File: config.mk
export PLATFORM = sky130hd
export DESIGN_NAME = fx2_byte_packetizer
export DESIGN_NICKNAME = d
export VERILOG_FILES = /design/src/rtl/fx2_byte_packetizer.sv
export SDC_FILE = /design/constraint.sdc
export NUM_CORES = 1
export LEC_CHECK = 0
export BUFFER_PORTS_ARGS = -buffer_cell sky130_fd_sc_hd__buf_2
export CELL_PAD_IN_SITES_DETAIL_PLACEMENT = 0
export CELL_PAD_IN_SITES_GLOBAL_PLACEMENT = 2
export CORE_UTILIZATION = 37
export DETAILED_ROUTE_END_ITERATION = 6
export PLACE_DENSITY = 0.8
export SETUP_SLACK_MARGIN = 0.05
export SYNTH_ARGS = -nofsm -noshare
export SYNTH_HDL_FRONTEND = slang
export SYNTH_SLANG_ARGS = --single-unit
File: constraint.sdc
create_clock -name rdclk -period 6.47 [get_ports rdclk]
set_input_delay 0.3235 -clock rdclk [delete_from_list [all_inputs] [get_ports rdclk]]
set_output_delay 0.3235 -clock rdclk [all_outputs]
set_load 0.005 [all_outputs]
File: src/rtl/fx2_byte_packetizer.sv
// Drains bytes from the DAQ FIFO into an FX2 slave-FIFO endpoint, one SLWR strobe per byte.
// Full packets are auto-committed by the FX2; short packets are closed with PKTEND on idle timeout or disable.
module fx2_byte_packetizer #(
    parameter int unsigned PKT_BYTES      = 512,
    parameter int unsigned CNT_W          = 10,
    parameter int unsigned TIMEOUT_CYCLES = 4096,
    parameter int unsigned TO_W           = 13
) (
    input  logic             rdclk,
    input  logic             PresetFull,
    input  logic             enable,
    input  logic [7:0]       fifo_q,
    input  logic             fifo_empty,
    output logic             fifo_rdreq,
    input  logic             fx2_full_n,
    output logic [7:0]       fx2_fd,
    output logic             fx2_slwr_n,
    output logic             fx2_pktend_n,
    output logic [CNT_W-1:0] byte_count,
    output logic [15:0]      pkt_count,
    output logic             busy
);

    localparam logic [CNT_W-1:0] LAST_BYTE = CNT_W'(PKT_BYTES - 1);
    localparam logic [TO_W-1:0]  TO_LIMIT  = TO_W'(TIMEOUT_CYCLES);

    typedef enum logic [2:0] {
        IDLE   = 3'd0,
        FETCH  = 3'd1,
        LATCH  = 3'd2,
        STROBE = 3'd3,
        FLUSH  = 3'd4
    } state_t;

    state_t           state_q, state_d;
    logic             rdreq_q, rdreq_d;
    logic [7:0]       fd_q, fd_d;
    logic             slwr_n_q, slwr_n_d;
    logic             pktend_n_q, pktend_n_d;
    logic [CNT_W-1:0] bc_q, bc_d;
    logic [15:0]      pc_q, pc_d;
    logic [TO_W-1:0]  to_q, to_d;
    logic             busy_q, busy_d;
    logic             flush_req;

    // State and output registers
    always_ff @(posedge rdclk or posedge PresetFull) begin
        if (PresetFull) begin
            state_q    <= IDLE;
            rdreq_q    <= 1'b0;
            fd_q       <= 8'd0;
            slwr_n_q   <= 1'b1;
            pktend_n_q <= 1'b1;
            bc_q       <= '0;
            pc_q       <= 16'd0;
            to_q       <= '0;
            busy_q     <= 1'b0;
        end else begin
            state_q    <= state_d;
            rdreq_q    <= rdreq_d;
            fd_q       <= fd_d;
            slwr_n_q   <= slwr_n_d;
            pktend_n_q <= pktend_n_d;
            bc_q       <= bc_d;
            pc_q       <= pc_d;
            to_q       <= to_d;
            busy_q     <= busy_d;
        end
    end

    // A short packet is closed only when it holds data, so no zero-length packets.
    assign flush_req = (bc_q != '0) && ((to_q == TO_LIMIT) || !enable);

    // Next-state and registered-output logic
    always_comb begin
        state_d    = state_q;
        rdreq_d    = 1'b0;
        fd_d       = fd_q;
        slwr_n_d   = 1'b1;
        pktend_n_d = 1'b1;
        bc_d       = bc_q;
        pc_d       = pc_q;
        to_d       = to_q;

        case (state_q)
            IDLE: begin
                if (flush_req) begin
                    state_d = FLUSH;
                end else if (enable && !fifo_empty && fx2_full_n) begin
                    state_d = FETCH;
                    rdreq_d = 1'b1;
                end else if ((bc_q != '0) && fifo_empty && (to_q < TO_LIMIT)) begin
                    to_d = to_q + TO_W'(1);
                end
            end
            FETCH: state_d = LATCH;
            // FIFO read data is valid the cycle after the pop.
            LATCH: begin
                fd_d    = fifo_q;
                state_d = STROBE;
            end
            STROBE: begin
                if (fx2_full_n) begin
                    slwr_n_d = 1'b0;
                    to_d     = '0;
                    state_d  = IDLE;
                    if (bc_q == LAST_BYTE) begin
                        bc_d = '0;
                        pc_d = pc_q + 16'd1;
                    end else begin
                        bc_d = bc_q + CNT_W'(1);
                    end
                end
            end
            FLUSH: begin
                if (fx2_full_n) begin
                    pktend_n_d = 1'b0;
                    bc_d       = '0;
                    pc_d       = pc_q + 16'd1;
                    to_d       = '0;
                    state_d    = IDLE;
                end
            end
            default: state_d = IDLE;
        endcase

        if (bc_q == '0) begin
            to_d = '0;
        end

        busy_d = (state_d != IDLE);
    end

    assign fifo_rdreq   = rdreq_q;
    assign fx2_fd       = fd_q;
    assign fx2_slwr_n   = slwr_n_q;
    assign fx2_pktend_n = pktend_n_q;
    assign byte_count   = bc_q;
    assign pkt_count    = pc_q;
    assign busy         = busy_q;

endmodule

======== Word level (Yosys, flattened, before mapping) ========
Index checks and enable logic that the tools add are counted.
storage, ports and cells
  bits of input ports ..................... 13
  word-level logic and storage cells ...... 68
  bits in registers ....................... 54
cells by class
  equality and inequality tests ........... 13
  add/sub/neg operators ................... 3
  magnitude comparators ................... 1
  muxes and demuxes ....................... 24
  reductions and logical operators ........ 18
operators with widths
  cell                                            count
  2-to-1 mux 13 bit                               5
  2-to-1 mux 16 bit                               3
  one-hot mux 16 bit (2 select lines)             1
  2-to-1 mux 10 bit                               3
  one-hot mux 13 bit (2 select lines)             1
  one-hot mux 10 bit (2 select lines)             1
  adder 16 x 1 -> 16 bit, second input constant   1
  adder 13 x 1 -> 13 bit, second input constant   1
  == test 13 bit, second input constant           1
  < comparator 13 bit, second input constant      1
  one-hot mux 3 bit (4 select lines)              1
  adder 10 x 1 -> 10 bit, second input constant   1
  == test 10 x 9 -> 1 bit, second input constant  1
  logical NOT 10 bit                              1
  nonzero test 10 bit                             1
  2-to-1 mux 3 bit                                3
  inequality test 3 bit, second input constant    3
  == test 3 x 2 -> 1 bit, second input constant   2
  2-to-1 mux 1 bit                                6
  inequality test 2 bit, second input constant    3
  nonzero test 3 bit                              2
  logical AND 1 bit                               5
  AND reduction 5 bit                             1
  AND reduction 4 bit                             1
  other kinds (9)                                 10

======== Logic depth before layout (Yosys ltp) ========
  depth after elaboration ................. 8
  depth in mapped cells ................... 8
  mapped depth without buffers ............ 7

======== Worst setup path after synthesis ========
OpenSTA, ideal clock, no wires.
  path type ............................... register to register
  start ................................... register to_q[0]
  end ..................................... register to_q[5]
  data arrival time ....................... 1.920 ns
  setup slack ............................. 4.428 ns
  buffers on the path ..................... 1
  setup time .............................. 0.122 ns
  cell stages (with the launch flop) ...... 9
  period minus slack after synthesis ...... 2.042 ns
  cell sequence ........................... dfrtp_1 > inv_1 > ha_1 > or4b_1 > o31ai_4 > and3_4 > buf_8 > nor2_4 > a32o_1
on the way
  cells in the longest elaborated chain, start to end .. 6
  elaborated cells between the ends (all ways) .. 14
RTL lines
  what                                 RTL line  RTL
  from (decl)                          42        logic [TO_W-1:0] to_q, to_d;
  from (signal assigned)               66        to_q <= to_d;
  adder 13 x 1 -> 13 bit               93        to_d = to_q + TO_W'(1);
  2-to-1 mux 13 bit                    92        end else if ((bc_q != '0) && fifo_empty && (to_q < TO_LIMIT)) begin
  2-to-1 mux 13 bit                    89        end else if (enable && !fifo_empty && fx2_full_n) begin
  2-to-1 mux 13 bit                    87        if (flush_req) begin
  one-hot mux 13 bit (2 select lines)  85        case (state_q)
  2-to-1 mux 13 bit                    127       if (bc_q == '0) begin
Parallel ways exist; a longest one is shown, timed or not. The select of a mux whose other input is x is not followed.
A chain may end at the register's enable or synchronous reset.

======== Worst setup path in the final report ========
  start ................................... register state_q[1]
  end ..................................... register to_q[5]
on the way
  cells in the longest elaborated chain, start to end .. 4
  elaborated cells between the ends (all ways) .. 12
RTL lines
  what                                                                       RTL line  RTL
  from (decl)                                                                35        state_t state_q, state_d;
  from (signal assigned)                                                     59        state_q <= state_d;
  == test 3 bit / == test 3 x 2 -> 1 bit (equally long branches)             85
  OR reduction 2 bit (no line)                                               --
  inequality test 3 x 1 -> 1 bit (no line), or another cell as far along     --
  AND reduction 5 bit (no line) / 2-to-1 mux 13 bit (equally long branches)  --
Parallel ways exist; a longest one is shown, timed or not.

==> impl_metrics.ini <==
[status]
status = completed

[clock_tree]
clkTransAtPathRegs_ns = 0.10
clk_root_buffer_cell = clkbuf_8
hold_buffers = 0
tritoncts = built
postCtsSetupBuffers = 0
clock_latency_ns = 0.31
cts.sink_count = 54
post_cts.resized_instances = 0
cts_htree_levels = 2
cts_buffers = 5
cts_buffer_depth = 2

[yosys]
synth_area_um2 = 2760
synth.cells.most_frequent = dfrtp_1, nand2_1, nand3_1, nor2_1, xnor2_1
ys_dominant_reg_cell = dfrtp_1
synth-edff-count = 0
async_reset_ff_frac = 1.00
synth_top_cells_by_area = dfrtp_1, xnor2_1, mux2_2
ys_warn_count = 0
synth-seq-area-share = 0.490
synth.most_common_cell = dfrtp_1
ys_seq_elements = 54
yosys.area.top_type = dfrtp_1
net_count_after_synthesis = 288
synth.lib_cells_used.distinct = 53
post-synth-top-area-fraction = 0.471
syn_inst = 270
syn-mean-instance-area_um2 = 10.2

[cells_and_area]
layout-area-overhead-vs-synth_pct = 15.2
final_nets = 337
insertedDiodeCount = 0
fin_cells = 419
number_of_fill_cells = 721
post_route_cells_drive_above_1_share = 0.250
ff_latch_area_um2 = 1350
multi_input_area_um2 = 1310
utilization = 0.441

[worst_setup_path]
setup.worst_path.class = reg2reg
critical_path.cell_chain = and4b_1 -> a21oi_1 -> and3_2 -> nor2_4 -> a32o_1
worst_endpoint_required_time_ns = 6.68
crit_path_top_delay_cell = a21oi_1
critical_path.max_fanout = 12
critPathArrivalTime_ns = 2.62
crit_path_start_kind = flop
critical_path.endpoint_type = flop
highest_cell_delay_on_the_worst_timing_path_ns = 0.75

[floorplan]
die_width_um = 88.4
design.die.area_um2 = 7810
ioPinCount = 51
core_um2 = 7210
die_h_um = 88.4
starting_utilization_of_the_core_area = 0.383
floorplan.rows = 31

[global_routing]
first_global_vias = 2043
grtUsageTotal = 0.169
grt_max_degree = 55
global_route.overflow_total = 0
grt_antenna_before_repair = 0
global_route_wire_length_before_repair_um = 10300

[sta]
timing.final.hold_violations = 0
min_period_over_period = 0.374
layout_min_cycle_time_ns = 2.42
worst_slew_margin_rel = 0.359
setup_viol = 0
rsz0062_at_grt = no
holdWs_ns = 0.186
maxClockFrequency_mhz = 414
tightest_slew_ns = 0.962
worst_clock_skew_ns = 0.0131
setup_tns_ns = 0
drv_slew = 0

[flow_run]
max_cap_viol_count = 0

[pwr]
report.power.total_mw = 1.03
power.leakage_nw = 1.43
pwr_density_cell_nw_per_um2 = 323
power.ir.vdd_worst_uv = 126

[placement]
place_inst = 411
detailed_place_hpwl_um = 4300
routabilityCongestion = 0.754
numPortBuffers = 50

[routing]
antenna_violating_nets_post_route = 0
routed_wire_length_per_instance_um = 15.0
first_iter_violations = 80
remaining_drcs = 0
vias_per_cell = 5.29
detailedRoute.firstPassIterationCount = 6
dr_total_vias = 2215
wire_length_after_detailed_routing_um = 6270

[worst_hold_path]
worstHoldPathType = in2async
## layer usage
| layer | share of wire | vias to the layer above | track usage |
|---|---|---|---|
| met2 | 0.47 | 51 | 0.273 |
| met5 | 0 | - | 0 |
| met4 | 0.011 | 0 | 0.0440 |
| met1 | 0.48 | 1079 | 0.236 |
| li1 | - | 1080 | - |
| met3 | 0.031 | 5 | 0.0280 |
## flip-flops by register name, summed over array words and instances, names as in the netlist
| signal | cells |
|---|---|
| pkt_count | 16 |
| to_q | 13 |
| byte_count | 10 |
| fx2_fd | 8 |
| state_q | 3 |
| busy | 1 |
| fifo_rdreq | 1 |
| fx2_pktend_n | 1 |
| fx2_slwr_n | 1 |
## final timing paths
check / startpoint / to / slack (ns) / depth (start not counted)
worst max-delay path: state_q[1] / to_q[5] / 4.05 / 5
worst min-delay path: PresetFull / pkt_count[4] / 0.19 / 3
worst max register to register: state_q[1] / to_q[5] / 4.05 / 5
worst min register to register: pkt_count[15] / pkt_count[15] / 0.47 / 1
max in group asynchronous: PresetFull / byte_count[8] / 5.83 / 3
min in group rdclk: fifo_q[5] / fx2_fd[5] / 0.24 / 2
## cells by family (layout without fill, tap and decap cells)
| logic type | Yosys count | in the layout | synth area share |
|---|---|---|---|
| adders and majority gates | 5 | 5 | 0.0227 |
| AOI/OAI and AO/OA | 45 | 45 | 0.119 |
| and+or+nand+nor | 117 | 117 | 0.233 |
| muxes | 10 | 10 | 0.0403 |
| DFF | 54 | 54 | 0.490 |
| xor gates and xnor gates | 19 | 19 | 0.0603 |
| buffers and inverters | 20 | 70 | 0.0340 |
## layout by cell type, fill, tap and decap left out, types with 3 or more instances in the layout
master,Yosys,routed
nor3_1,10,10
o41ai_1,4,4
a21oi_1,3,3
nand2_1,25,25
mux2_2,9,9
nand4_1,8,8
buf_2,6,50
a31oi_1,3,3
inv_1,10,9
nor2_1,20,20
dfrtp_1,52,52
o31ai_1,11,11
nand3_1,20,20
and3_1,7,7
and4_1,4,4
xnor2_1,17,17
ha_1,5,5
clkbuf_8,0,5
o21ai_0,10,10
## metrics by stage
stage	cell area, um^2	setup WS, ns
floorplan	2760	4.43
global placement	3090	4.07
detailed placement	3090	4.07
CTS	3180	4.05
global route	3180	3.85
finish	3180	4.05
## power by group
group / switching, mW / leakage, nW / internal (mW) / total [mW]
Combinational: 0.226 / 0.678 / 0.160 / 0.386
Sequential: 0.0546 / 0.715 / 0.395 / 0.450
Clock: 0.115 / 0.0374 / 0.0766 / 0.192
Total: 0.395 / 1.43 / 0.632 / 1.03
## area by class of cell
cell class	instances	share of cell area
sequential	54	0.425
multi-input combinational	196	0.413
timing repair buffer	52	0.0834
tap	99	0.0389
clock buffer	6	0.0228
inverter	10	0.0118
clock inverter	2	0.00472
## critical path, delay by kind of cell, from the launching register on
family	cells	cell delay, ns
flops	1	0.48
simple gates	3	0.86
compound gates	2	0.97
No activity file was read; power rests on OpenSTA's default activity.
